<file path="src/rtl/contador_duzias_if.sv">
// Bottle-counter bus: approval pulse and swap handshake in, count/status/display out.
// master = line controller / box handler side, slave = contador_duzias.
interface contador_duzias_if;
    logic       INCREMENTA_DUZIA;
    logic       CAIXA_TROCADA;
    logic [3:0] CONTAGEM_GARRAFAS;
    logic       CAIXA_COMPLETA;
    logic       PARAR_ESTEIRA;
    logic [1:0] PENDENTES;
    logic [3:0] TOTAL_DEZ;
    logic [3:0] TOTAL_UNI;
    logic       ERRO_PERDA;

    modport master (
        output INCREMENTA_DUZIA,
        output CAIXA_TROCADA,
        input  CONTAGEM_GARRAFAS,
        input  CAIXA_COMPLETA,
        input  PARAR_ESTEIRA,
        input  PENDENTES,
        input  TOTAL_DEZ,
        input  TOTAL_UNI,
        input  ERRO_PERDA
    );

    modport slave (
        input  INCREMENTA_DUZIA,
        input  CAIXA_TROCADA,
        output CONTAGEM_GARRAFAS,
        output CAIXA_COMPLETA,
        output PARAR_ESTEIRA,
        output PENDENTES,
        output TOTAL_DEZ,
        output TOTAL_UNI,
        output ERRO_PERDA
    );
endinterface

</file>
<file path="src/rtl/contador_duzias.sv">
// Packing-end bottle counter with box-swap handshake and two-digit BCD box total.
// Define FILA_ESPERA_EN to queue bottles approved during a swap (otherwise they are lost).
module contador_duzias #(
    parameter int GARRAFAS_POR_CAIXA = 12,
    parameter int PENDENTES_MAX      = 3
) (
    input  logic CLOCK,
    input  logic RESET,
    contador_duzias_if.slave barramento
);

`ifdef FILA_ESPERA_EN
    localparam bit FILA_ATIVA = 1'b1;
`else
    localparam bit FILA_ATIVA = 1'b0;
`endif

    localparam logic [3:0] CHEIO    = 4'(GARRAFAS_POR_CAIXA);
    localparam logic [3:0] QUASE    = 4'(GARRAFAS_POR_CAIXA - 1);
    // Queue capacity collapses to zero when the queue is compiled out.
    localparam logic [1:0] FILA_CAP = FILA_ATIVA ? 2'(PENDENTES_MAX) : 2'd0;

    typedef enum logic [1:0] {
        ENCHENDO = 2'b00,
        CHEIA    = 2'b01,
        TROCANDO = 2'b10
    } estado_t;

    estado_t    estado_reg, estado_next;
    logic [3:0] contagem_reg, contagem_next;
    logic [1:0] pendentes_reg, pendentes_next;
    logic [3:0] dez_reg, dez_next;
    logic [3:0] uni_reg, uni_next;
    logic       erro_reg, erro_next;
    logic       caixa_completa, parar_esteira;
    logic       pulso, troca, na_fila;

    assign pulso = barramento.INCREMENTA_DUZIA;
    assign troca = barramento.CAIXA_TROCADA;

    always_ff @(posedge CLOCK or posedge RESET) begin
        if (RESET) begin
            estado_reg <= ENCHENDO;
        end else begin
            estado_reg <= estado_next;
        end
    end

    always_comb begin
        estado_next = estado_reg;
        case (estado_reg)
            ENCHENDO: if (pulso && contagem_reg >= QUASE) estado_next = CHEIA;
            CHEIA:    if (troca)  estado_next = TROCANDO;
            TROCANDO: if (!troca) estado_next = ENCHENDO;
            default:  estado_next = ENCHENDO;
        endcase
    end

    always_comb begin
        caixa_completa = 1'b0;
        parar_esteira  = 1'b0;
        case (estado_reg)
            CHEIA: begin
                caixa_completa = 1'b1;
                parar_esteira  = 1'b1;
            end
            TROCANDO: parar_esteira = 1'b1;
            default: ;
        endcase
    end

    // A pulse in the release cycle goes straight into the new box, not the queue.
    always_comb begin
        contagem_next  = contagem_reg;
        pendentes_next = pendentes_reg;
        dez_next       = dez_reg;
        uni_next       = uni_reg;
        erro_next      = erro_reg;
        na_fila        = 1'b0;
        case (estado_reg)
            ENCHENDO: begin
                if (pulso) begin
                    contagem_next = (contagem_reg >= QUASE) ? CHEIO : contagem_reg + 4'd1;
                end
            end
            CHEIA: begin
                na_fila = pulso;
                if (troca) begin
                    if (uni_reg >= 4'd9) begin
                        uni_next = 4'd0;
                        dez_next = (dez_reg >= 4'd9) ? 4'd0 : dez_reg + 4'd1;
                    end else begin
                        uni_next = uni_reg + 4'd1;
                    end
                end
            end
            TROCANDO: begin
                if (!troca) begin
                    contagem_next  = {2'b00, pendentes_reg} + {3'b000, pulso};
                    pendentes_next = 2'd0;
                end else begin
                    na_fila = pulso;
                end
            end
            default: ;
        endcase
        if (na_fila) begin
            if (pendentes_reg == FILA_CAP) begin
                erro_next = 1'b1;
            end else begin
                pendentes_next = pendentes_reg + 2'd1;
            end
        end
    end

    always_ff @(posedge CLOCK or posedge RESET) begin
        if (RESET) begin
            contagem_reg  <= 4'd0;
            pendentes_reg <= 2'd0;
            dez_reg       <= 4'd0;
            uni_reg       <= 4'd0;
            erro_reg      <= 1'b0;
        end else begin
            contagem_reg  <= contagem_next;
            pendentes_reg <= pendentes_next;
            dez_reg       <= dez_next;
            uni_reg       <= uni_next;
            erro_reg      <= erro_next;
        end
    end

    assign barramento.CONTAGEM_GARRAFAS = contagem_reg;
    assign barramento.CAIXA_COMPLETA    = caixa_completa;
    assign barramento.PARAR_ESTEIRA     = parar_esteira;
    assign barramento.PENDENTES         = pendentes_reg;
    assign barramento.TOTAL_DEZ         = dez_reg;
    assign barramento.TOTAL_UNI         = uni_reg;
    assign barramento.ERRO_PERDA        = erro_reg;

endmodule

</file>
<file path="src/flat_wrapper.sv">
// flat-port wrapper written by rule: the top's interface ports become plain ports
module contador_duzias_flat 
#(
    parameter int GARRAFAS_POR_CAIXA = 12,
    parameter int PENDENTES_MAX      = 3
)
  (CLOCK, RESET, barramento_INCREMENTA_DUZIA, barramento_CAIXA_TROCADA, barramento_CONTAGEM_GARRAFAS, barramento_CAIXA_COMPLETA, barramento_PARAR_ESTEIRA, barramento_PENDENTES, barramento_TOTAL_DEZ, barramento_TOTAL_UNI, barramento_ERRO_PERDA);
  contador_duzias_if barramento_i ();
  input  logic CLOCK;
  input  logic RESET;
  input wire logic [$bits(barramento_i.INCREMENTA_DUZIA)-1:0] barramento_INCREMENTA_DUZIA;
  input wire logic [$bits(barramento_i.CAIXA_TROCADA)-1:0] barramento_CAIXA_TROCADA;
  output wire logic [$bits(barramento_i.CONTAGEM_GARRAFAS)-1:0] barramento_CONTAGEM_GARRAFAS;
  output wire logic [$bits(barramento_i.CAIXA_COMPLETA)-1:0] barramento_CAIXA_COMPLETA;
  output wire logic [$bits(barramento_i.PARAR_ESTEIRA)-1:0] barramento_PARAR_ESTEIRA;
  output wire logic [$bits(barramento_i.PENDENTES)-1:0] barramento_PENDENTES;
  output wire logic [$bits(barramento_i.TOTAL_DEZ)-1:0] barramento_TOTAL_DEZ;
  output wire logic [$bits(barramento_i.TOTAL_UNI)-1:0] barramento_TOTAL_UNI;
  output wire logic [$bits(barramento_i.ERRO_PERDA)-1:0] barramento_ERRO_PERDA;
  assign barramento_i.INCREMENTA_DUZIA = barramento_INCREMENTA_DUZIA;
  assign barramento_i.CAIXA_TROCADA = barramento_CAIXA_TROCADA;
  assign barramento_CONTAGEM_GARRAFAS = barramento_i.CONTAGEM_GARRAFAS;
  assign barramento_CAIXA_COMPLETA = barramento_i.CAIXA_COMPLETA;
  assign barramento_PARAR_ESTEIRA = barramento_i.PARAR_ESTEIRA;
  assign barramento_PENDENTES = barramento_i.PENDENTES;
  assign barramento_TOTAL_DEZ = barramento_i.TOTAL_DEZ;
  assign barramento_TOTAL_UNI = barramento_i.TOTAL_UNI;
  assign barramento_ERRO_PERDA = barramento_i.ERRO_PERDA;
  contador_duzias #(.GARRAFAS_POR_CAIXA(GARRAFAS_POR_CAIXA), .PENDENTES_MAX(PENDENTES_MAX)) u_core (.CLOCK(CLOCK), .RESET(RESET), .barramento(barramento_i));
endmodule
</file>
<file path="config.mk">
export PLATFORM = sky130hd
export DESIGN_NAME = contador_duzias_flat
export DESIGN_NICKNAME = d
export VERILOG_FILES = /design/src/rtl/contador_duzias_if.sv /design/src/rtl/contador_duzias.sv /design/src/flat_wrapper.sv
export SDC_FILE = /design/constraint.sdc
export NUM_CORES = 1
export LEC_CHECK = 0
export CAP_MARGIN = 10
export CORE_MARGIN = 2
export CORE_UTILIZATION = 40
export DETAILED_ROUTE_END_ITERATION = 8
export PLACE_DENSITY = 0.69
export SKIP_CTS_REPAIR_TIMING = 1
export SLEW_MARGIN = 20
export SYNTH_ARGS = -nofsm -noshare
export SYNTH_HDL_FRONTEND = slang
export SYNTH_SLANG_ARGS = --single-unit
</file>
<file path="constraint.sdc">
create_clock -name CLOCK -period 2.5 [get_ports CLOCK]
set_input_delay 0.375 -clock CLOCK [delete_from_list [all_inputs] [get_ports CLOCK]]
set_output_delay 0.375 -clock CLOCK [all_outputs]
set_load 0.005 [all_outputs]
</file>
==> results of run 1 <==
[power groups by stage]
stage                     clock, mW  sequential (mW)  combinational, mW
after detailed placement          0            0.486              0.666
after global placement            0            0.483              0.648
after floorplan                   0            0.472              0.395
after global routing          0.171            0.500              0.745
after CTS                     0.154            0.483              0.672
final                         0.150            0.482              0.662
[Yosys cell counts (all sizes together) (3+ instances only)]
cell type,instances
dfrtp,17
nand2,5
mux2i,5
a2bb2oi,3
mux2,5
nand3,3
nor2,7
a22o,3
ha,14
a21oi,4
inv,12
o21ai,7
[layout by cell type, fill, tap and decap left out, types with 3 or more instances in the layout]
| cell type | netlist | final |
|---|---|---|
| clkbuf_4 | 0 | 3 |
| mux2_2 | 4 | 4 |
| a21oi_1 | 4 | 4 |
| ha_1 | 14 | 14 |
| dfrtp_1 | 17 | 17 |
| clkdlybuf4s50_1 | 0 | 20 |
| nand2_1 | 5 | 5 |
| inv_1 | 12 | 12 |
| a22o_1 | 3 | 3 |
| a2bb2oi_1 | 3 | 3 |
| o21ai_0 | 7 | 7 |
| nor2_1 | 7 | 7 |
| mux2i_1 | 5 | 5 |
[layout make-up]
cell class,instances,area share (%)
Tap cell,31,2.87
Multi-Input combinational cell,76,45.6
Clock buffer,4,1.94
Inverter,12,3.33
Sequential cell,17,31.5
Timing Repair Buffer,20,14.8
[per-stage QoR]
step                setup slack [ns]  power (mW)
floorplan                      0.969       0.866
global placement               0.561        1.13
detailed placement             0.526        1.15
CTS                            0.456        1.31
global route                   0.335        1.42
finish                         0.466        1.29
[routing by layer]
layer	vias to the layer above	part of all wire (%)	wire length, um
met5	-	0	0
met4	0	0	0
met3	0	5.1	110
met2	19	49	1060
met1	415	46	997
li1	419	-	-
[logic make-up after synthesis]
kind of cell	after synthesis
buffers and inverters	14
flip-flops	17
multiplexers	10
AND/OR/NAND/NOR	28
adder cells (fa/ha/maj)	14
AO/OA/AOI/OAI	24
[worst paths after layout]
| path | startpoint | to | slack (ns) | cells past startpoint |
|---|---|---|---|---|
| setup / recovery | u_core.estado_reg[1]$_DFFE_PP0P_ | barramento_CAIXA_COMPLETA | 0.47 | 3 |
| hold / removal | RESET | u_core.barramento.TOTAL_DEZ[0]$_DFFE_PP0P_ | 0.47 | 2 |
| setup reg to reg | u_core.estado_reg[0]$_DFFE_PP0P_ | u_core.barramento.CONTAGEM_GARRAFAS[1]$_DFFE_PP0P_ | 0.51 | 5 |
| hold reg to reg | u_core.barramento.ERRO_PERDA$_DFFE_PP0P_ | u_core.barramento.ERRO_PERDA$_DFFE_PP0P_ | 0.51 | 1 |
| max in group asynchronous | RESET | u_core.barramento.CONTAGEM_GARRAFAS[2]$_DFFE_PP0P_ | 1.60 | 2 |
| min in group CLOCK | u_core.barramento.ERRO_PERDA$_DFFE_PP0P_ | u_core.barramento.ERRO_PERDA$_DFFE_PP0P_ | 0.51 | 1 |
==> metrics.md, run 1 <==
| Metric | Value |
|---|---|
| Status | finished, final reports clean |
| Final instance area | 0.00135 mm2 |
| Gr usage total | 15.2% |
| Cts bufs inserted | 3 |
| Peak VDD IR | 0.584 mV |
| Setup TNS | 0 ns |
| Non-Filler Instances | 160 |
| Cell taking the most area after synthesis | dfrtp_1 |
| Clock Skews | 0.00139 ns |
| Setup Viol. Count Final | 0 |
| GR Layer Usage met2 | 24.1% |
| Yosys reg bits | 17 |
| Max Cap Viol | 0 |
| Async set or reset register ratio after synthesis | 100% |
| Unrepaired setup endpoints after global routing | false |
| Initial antenna violation count | 0 |
| EDFF count, synth | 0 |
| Logic pwr share | 51.2% |
| Area growth from synthesis to layout | 22.7% |
| Top cell type's share of synthesized area | 38.6% |
| Die ar. | 0.00319 mm2 |
| Power Density | 957 mW/mm2 |
| Synth area leaders | dfrtp_1, ha_1, mux2i_1 |
| Crit path arrival time | 1.66 ns |
| Syn nets | 125 |
| Pint | 0.815 mW |
| CTS HTree Levels | 1 |
| Vias in the first global route | 861 |
| Largest net degree at the start of global routing | 18 |
| Crit path cell chain | inv_1 -> ha_1 -> clkdlybuf4s50_1 |
| Worst setup EP type | output port |
| Starting DRT DRC Count | 15 |
| Worst Hold Class | in2async |
| Standard-cell rows | 19 |
| GR peak layer | met2 |
| Combinational family with the most area after synthesis | adder cells |
| Leakage | 0.595 nW |
| Family with the most delay on the worst path | buffers and inverters |
| Synth unique cells | 31 |
| Final core occ | 50.3% |
| Clk buf depth | 2 |
| Kind of critical path | reg2out |
| Drt first pass iters | 4 |
| Post-synth design cell area | 0.00110 mm2 |
| CP Max Fanout | 6 |
| DP Cell Count | 156 |
| Sw Share | 37.0% |
| Simple-Gate Fraction of Synth Area | 14.3% |
| Post-route ant nets | 0 |
| Fillers | 246 |
| Post-Synth XOR/XNOR Area | 0% |
| Mean routed wirelength per cell | 13.5 um |
| Tcrit/Tclk final | 81.4% |
| Diode count | 0 |
| Clock root cell | clkbuf_4 |
| Clock transition at path regs | 0.10 ns |
| Placed cell areas | 0.00133 mm2 |
| Max-slew violations | 0 |
| DRT Wirelength | 2.17 mm |
| Req. time, crit path | 2.12 ns |
| Port bufs | 20 |
| Sequential Area | 425 um2 |
| Min Tclk post-route | 2.03 ns |
| Residual DRC | 0 |
| Initial core utilization | 41.0% |
| Final HPWL DP | 1.67 mm |
| Worst Path Buf+Inv | 2 |
| Leading register cell type out of synthesis | dfrtp_1 |
| Register area share after synthesis | 38.6% |
| Mapped Cells | 107 |
| Hold slack final | 0.474 ns |
| Met3 Use GR | 3.23% |
| Chip height | 56.5 um |
| Global-route wire length before repair | 3.88 mm |
| Crit path launch type | register |
| Post-synthesis mux area share | 9.99% |
| Multi-input logic area | 617 um2 |
| Grt total ovfl | 0 |
| Adder-Cell Fraction of Synth Area | 15.9% |
| # nets final | 148 |
| Final Hold Fails | 0 |
| Skew-Pair Late Insertion Delay | 0.28 ns |
| CTS tree | yes |
| Share of layout cells above drive strength 1 | 10.1% |
| Drt via density | 5.33 |
| Total number of vias | 853 |
| Slowest cell delay on critical path | 0.55 ns |
| GR Util met1 | 20.8% |
| Max Clk Rate | 0.492 GHz |
| Reg power frac | 37.2% |
| Compound-Gate Fraction of Synth Area | 15.8% |
| Avg Cell Area, Syn | 10.3 um2 |
| IO Count | 21 |
| Synth warn | 0 |
| Clock power frac | 11.6% |
| Slowest cell on the critical path | clkdlybuf4s50_1 |
| Switching pwr | 0.479 mW |
| Die X | 56.5 um |
| Slew @ Worst Pin | 0.671 ns |
| Core ar. | 0.00269 mm2 |
| Clk sink count | 17 |
| Worst rel slew slack | 55.2% |
| GP Congestion | 0.755 |
No activity file was read; power rests on OpenSTA's default activity.
==> inputs of run 2 (changes only) <==
Settings changed: PLACE_DENSITY 0.69 to 0.72.
Clock period 2.5 ns to 1.69 ns, I/O delays scaled along.
==> metrics.md, run 2 (same netlist as run 1, synthesis figures left out) <==
| Metric | Value |
|---|---|
| GP Congestion | 0.825 (was 0.755) |
| Final HPWL DP | 1.76 mm (was 1.67 mm) |
| Worst Hold Class | in2async (unchanged) |
| Skew-Pair Late Insertion Delay | 0.29 ns (was 0.28 ns) |
| Grt total ovfl | 0 (unchanged) |
| DP Cell Count | 167 (was 156) |
| DRT Wirelength | 2.24 mm (was 2.17 mm) |
| Unrepaired setup endpoints after global routing | true (was false) |
| Leakage | 0.671 nW (was 0.595 nW) |
| Power Density | 1350 mW/mm2 (was 957 mW/mm2) |
| Peak VDD IR | 0.885 mV (was 0.584 mV) |
| Sw Share | 36.5% (was 37.0%) |
| Gr usage total | 15.3% (was 15.2%) |
| Port bufs | 20 (unchanged) |
| CTS tree | yes (unchanged) |
| Chip height | 56.5 um (unchanged) |
| # nets final | 160 (was 148) |
| Post-route ant nets | 0 (unchanged) |
| Drt via density | 5.11 (was 5.33) |
| Req. time, crit path | 1.44 ns (was 2.12 ns) |
| Worst setup EP type | output port (unchanged) |
| Largest net degree at the start of global routing | 18 (unchanged) |
| Clock Skews | 0.00278 ns (was 0.00139 ns) |
| IO Count | 21 (unchanged) |
| Setup Viol. Count Final | 1 (was 0) |
| Commonest non-fill, non-tap cell in the layout | clkdlybuf4s50_1 (unchanged) |
| Tcrit/Tclk final | 103% |
| Clk buf depth | 2 (unchanged) |
| Final core occ | 54.3% (was 50.3%) |
| Standard-cell rows | 19 (unchanged) |
| Drt first pass iters | 4 (unchanged) |
| Starting DRT DRC Count | 14 (was 15) |
| Setup TNS | -0.0435 ns (was 0 ns) |
| Clock root cell | clkbuf_4 (unchanged) |
| CTS HTree Levels | 1 (unchanged) |
| Die ar. | 0.00319 mm2 (unchanged) |
| Vias in the first global route | 902 (was 861) |
| Die X | 56.5 um (unchanged) |
| Max Clk Rate | 0.577 GHz |
| Kind of critical path | reg2out (unchanged) |
| Final worst-path setup slack | -0.0435 ns (was 0.466 ns) |
| Initial core utilization | 41.0% (unchanged) |
| Mean routed wirelength per cell | 13.0 um (was 13.5 um) |
| Clk sink count | 17 (unchanged) |
| Reg power frac | 36.0% (was 37.2%) |
| Global-route wire length before repair | 3.89 mm (was 3.88 mm) |
| Clock power frac | 11.5% (was 11.6%) |
| Total number of vias | 879 (was 853) |
| Status | finished, violations left (was finished, final reports clean) |
| Pint | 1.25 mW (was 0.815 mW) |
| CP Max Fanout | 6 (unchanged) |
| Residual DRC | 0 (unchanged) |
| Share of layout cells above drive strength 1 | 19.9% (was 10.1%) |
| Slowest cell on the critical path | clkdlybuf4s50_1 (unchanged) |
| Clock transition at path regs | 0.11 ns (was 0.10 ns) |
| Worst rel slew slack | 73.4% (was 55.2%) |
| R2R setup slack | 0.08 ns (was 0.51 ns) |
| Min Tclk post-route | 1.73 ns |
| Logic pwr share | 52.6% (was 51.2%) |
| Slowest cell delay on critical path | 0.50 ns (was 0.55 ns) |
| Switching pwr | 0.719 mW (was 0.479 mW) |
| Violated checks | setup timing |
| Hold slack final | 0.270 ns (was 0.474 ns) |
| Area growth from synthesis to layout | 32.3% (was 22.7%) |
| Slew @ Worst Pin | 0.397 ns (was 0.671 ns) |
| Crit path cell chain | inv_2 -> ha_4 -> clkdlybuf4s50_1 (was inv_1 -> ha_1 -> clkdlybuf4s50_1) |
| Max Cap Viol | 0 (unchanged) |
| Cts bufs inserted | 3 (unchanged) |
| Final Hold Fails | 0 (unchanged) |
| Crit path arrival time | 1.48 ns (was 1.66 ns) |
| Core ar. | 0.00269 mm2 (unchanged) |
| Non-Filler Instances | 172 (was 160) |
| Initial antenna violation count | 0 (unchanged) |
| Crit path launch type | register (unchanged) |
| Max-slew violations | 0 (unchanged) |
| Most frequent cells in the layout | clkdlybuf4s50_1, dfrtp_1, ha_1 (unchanged) |
| Diode count | 0 (unchanged) |
==> run 2: cell types whose count changed in the layout (fill, tap and decap cells not counted), sizes merged <==
cell           previous run  this run
clkbuf                    4         3
clkdlybuf4s50            20        19
dlymetal6s2s              0         1
buf                       0        12
clkinv                    0         1
==> run 2: metrics by stage <==
step	instance area, um2	power, mW	worst slack, ns
floorplan	1100	1.28	0.159
global placement	1410	1.70	-0.0433
detailed placement	1410	1.76	-0.0688
CTS	1440	1.99	-0.230
global route	1460	2.15	-0.107
finish	1460	1.97	-0.0435
==> run 2: final cells by class <==
class | count | area (um2)
timing repair buffer | 32 | 293
fill | 245 | 1230
clock inverter | 1 | 5.00
multi-input combinational | 76 | 629
clock buffer | 3 | 22.5
inverter | 12 | 45.0
tap | 31 | 38.8
sequential | 17 | 425
==> run 2: worst paths after layout <==
path / start / to / depth (start not counted)
max: u_core.estado_reg[1]$_DFFE_PP0P_ / barramento_CAIXA_COMPLETA / 3
min: RESET / u_core.barramento.TOTAL_DEZ[0]$_DFFE_PP0P_ / 3
max reg2reg: u_core.estado_reg[0]$_DFFE_PP0P_ / u_core.barramento.CONTAGEM_GARRAFAS[0]$_DFFE_PP0P_ / 5
min reg2reg: u_core.barramento.ERRO_PERDA$_DFFE_PP0P_ / u_core.barramento.ERRO_PERDA$_DFFE_PP0P_ / 1
max in group asynchronous: RESET / u_core.barramento.TOTAL_UNI[3]$_DFFE_PP0P_ / 3
min in group CLOCK: u_core.barramento.ERRO_PERDA$_DFFE_PP0P_ / u_core.barramento.ERRO_PERDA$_DFFE_PP0P_ / 1
==> run 2: routing by layer <==
metal,share of wire (%),GRT usage (%),up-vias
met5,0,0,-
met4,0,5.10,0
met3,3.0,2.76,0
met2,53,26.9,12
met1,44,18.8,425
li1,-,-,442
==> run 2: power by group through the flow <==
stage	clock network, mW	logic, mW	registers [mW]
floorplan	0	0.584	0.698
global placement	0	0.994	0.709
detailed placement	0	1.04	0.717
CTS	0.237	1.04	0.710
global route	0.254	1.16	0.738
finish	0.227	1.04	0.709
==> run 2: critical path, delay by kind of cell (launching register included) <==
family / cells / cell delay [ns]
flops: 1 / 0.42
buf+inv: 2 / 0.60
fa+ha+maj: 1 / 0.17
==> inputs of run 3 (changes only) <==
Settings changed: CORE_MARGIN 2 to unset, HOLD_SLACK_MARGIN set to 0.15.
==> metrics.md, run 3 (same netlist as run 1, synthesis figures left out) <==
| Metric | Value |
|---|---|
| Min Tclk post-route | 1.61 ns (was 1.73 ns) |
| Largest net degree at the start of global routing | 18 (unchanged) |
| Reg2reg path depth | 5 (unchanged) |
| Skew-Pair Late Insertion Delay | 0.29 ns (about the same) |
| R2r endpoint | u_core.estado_reg[1]$_DFFE_PP0P_ (was u_core.barramento.CONTAGEM_GARRAFAS[0]$_DFFE_PP0P_) |
| Port bufs | 20 (unchanged) |
| Share of layout cells above drive strength 1 | 22.7% (was 19.9%) |
| Die ar. | 0.00297 mm2 (was 0.00319 mm2) |
| Clock root cell | clkbuf_4 (unchanged) |
| Standard-cell rows | 18 (was 19) |
| Diode count | 0 (unchanged) |
| Crit path launch type | register (unchanged) |
| Drt first pass iters | 4 (unchanged) |
| Chip height | 54.5 um (was 56.5 um) |
| Grt total ovfl | 0 (unchanged) |
| Worst Hold Class | in2async (unchanged) |
| Drt via density | 5.23 (was 5.11) |
| GP Congestion | 0.807 (was 0.825) |
| R2r startpoint | u_core.estado_reg[0]$_DFFE_PP0P_ (unchanged) |
| Worst setup EP type | register (was output port) |
| CTS HTree Levels | 1 (unchanged) |
| Post-route ant nets | 0 (unchanged) |
| Global-route wire length before repair | 3.64 mm (was 3.89 mm) |
| Tot Pwr | 2.07 mW (was 1.97 mW) |
| Tcrit/Tclk final | 95.2% (was 103%) |
| Most frequent cells in the layout | clkdlybuf4s50_1, dfrtp_1, ha_1, buf_4, inv_1 (was clkdlybuf4s50_1, dfrtp_1, ha_1) |
| R2R setup slack | 0.08 ns (about the same) |
| Max Clk Rate | 0.621 GHz (was 0.577 GHz) |
| # nets final | 160 (unchanged) |
| Starting DRT DRC Count | 11 (was 14) |
| Residual DRC | 0 (unchanged) |
| CTS tree | yes (unchanged) |
| Peak VDD IR | 0.931 mV (was 0.885 mV) |
| Crit path cell chain | inv_2 -> ha_1 -> mux2_4 -> a21oi_2 -> mux2_2 (was inv_2 -> ha_4 -> clkdlybuf4s50_1) |
| Slowest cell on the critical path | dfrtp_1 (was clkdlybuf4s50_1) |
| Worst rel slew slack | 79.1% (was 73.4%) |
| Final instance area | 0.00149 mm2 (was 0.00146 mm2) |
| Core ar. | 0.00254 mm2 (was 0.00269 mm2) |
| Unrepaired setup endpoints after global routing | false (was true) |
| Setup Viol. Count Final | 0 (was 1) |
| Area growth from synthesis to layout | 35.2% (was 32.3%) |
| Clock transition at path regs | 0.10 ns (was 0.11 ns) |
| Status | finished, final reports clean (was finished, violations left) |
| Leakage | 0.687 nW (was 0.671 nW) |
| CP Max Fanout | 3 (was 6) |
| Clk sink count | 17 (unchanged) |
| Max Cap Viol | 0 (unchanged) |
| Commonest non-fill, non-tap cell in the layout | clkdlybuf4s50_1 (unchanged) |
| Setup TNS | 0 ns (was -0.0435 ns) |
| Mean routed wirelength per cell | 13.2 um (was 13.0 um) |
| Placed cell areas | 0.00139 mm2 (was 0.00141 mm2) |
| Die X | 54.5 um (was 56.5 um) |
| Kind of critical path | reg2reg (was reg2out) |
| Clk buf depth | 2 (unchanged) |
| Final HPWL DP | 1.64 mm (was 1.76 mm) |
| Power Density | 1390 mW/mm2 (was 1350 mW/mm2) |
| Max-slew violations | 0 (unchanged) |
| Slew @ Worst Pin | 0.313 ns (was 0.397 ns) |
| Slowest cell delay on critical path | 0.44 ns (was 0.50 ns) |
| Gr usage total | 17.3% (was 15.3%) |
| Vias in the first global route | 855 (was 902) |
| Req. time, crit path | 1.87 ns (was 1.44 ns) |
| Final Hold Fails | 0 (unchanged) |
| Total number of vias | 894 (was 879) |
| Clock Skews | 0.00768 ns (was 0.00278 ns) |
| Initial core utilization | 43.3% (was 41.0%) |
| DRT Wirelength | 2.26 mm (was 2.24 mm) |
| Initial antenna violation count | 0 (unchanged) |
| IO Count | 21 (unchanged) |
| Crit path arrival time | 1.79 ns (was 1.48 ns) |
| Cts bufs inserted | 3 (unchanged) |
-- run 3: metrics by stage --
step / hold slack (ns) / setup slack [ns] / instances / utilization [%]
global route: 0.297 / 0.0203 / 171 / 58.6
CTS: 0.256 / -0.234 / 168 / 55.8
detailed placement: 0.451 / -0.0920 / 164 / 54.7
floorplan: 0.180 / 0.159 / 107 / -
global placement: 0.449 / -0.0346 / 164 / 54.7
finish: 0.259 / 0.0803 / 171 / 58.6
-- run 3: how the worst max path moves through the flow --
stage / start / endpoint / cells past startpoint
2_1_floorplan: u_core.estado_reg[0]$_DFFE_PP0P_ / u_core.barramento.CONTAGEM_GARRAFAS[0]$_DFFE_PP0P_ / 5
3_5_place_dp: barramento_INCREMENTA_DUZIA / u_core.barramento.CONTAGEM_GARRAFAS[1]$_DFFE_PP0P_ / 5
4_1_cts: u_core.estado_reg[1]$_DFFE_PP0P_ / barramento_CAIXA_COMPLETA / 3
6_report: u_core.estado_reg[0]$_DFFE_PP0P_ / u_core.estado_reg[1]$_DFFE_PP0P_ / 5
5_1_grt: u_core.estado_reg[0]$_DFFE_PP0P_ / u_core.estado_reg[1]$_DFFE_PP0P_ / 5
3_3_place_gp: barramento_INCREMENTA_DUZIA / u_core.barramento.CONTAGEM_GARRAFAS[1]$_DFFE_PP0P_ / 5
-- run 3: area by class of cell --
cell class              instances  area (um2)
clock buffers                   4        26.3
fillers                       220        1050
inverters                      12        45.0
multi-input cells              76         661
flip-flops and latches         17         425
well taps                      30        37.5
repair buffers                 32         295
-- run 3: report_power, final --
part	switching [mW]	internal, mW	leakage, nW
Combinational	0.453	0.681	0.455
Clock	0.129	0.0918	0.0150
Sequential	0.171	0.543	0.217
-- run 3: critical path, delay by kind of cell, from the launching register on --
family	cells	cell delay, ns
muxes	2	0.62
DFF	1	0.44
adders and majority gates	1	0.24
AOI/OAI and AO/OA	1	0.12
buffers and inverters	1	0.09
-- run 3: per-layer routing --
layer  up-vias  part of all wire, %  global-route usage (%)
met5         -                    0                       0
met4         0                 0.75                    5.13
li1        445                    -                       -
met1       428                   48                    22.6
met3         2                  3.9                    3.33
met2        19                   47                    28.7
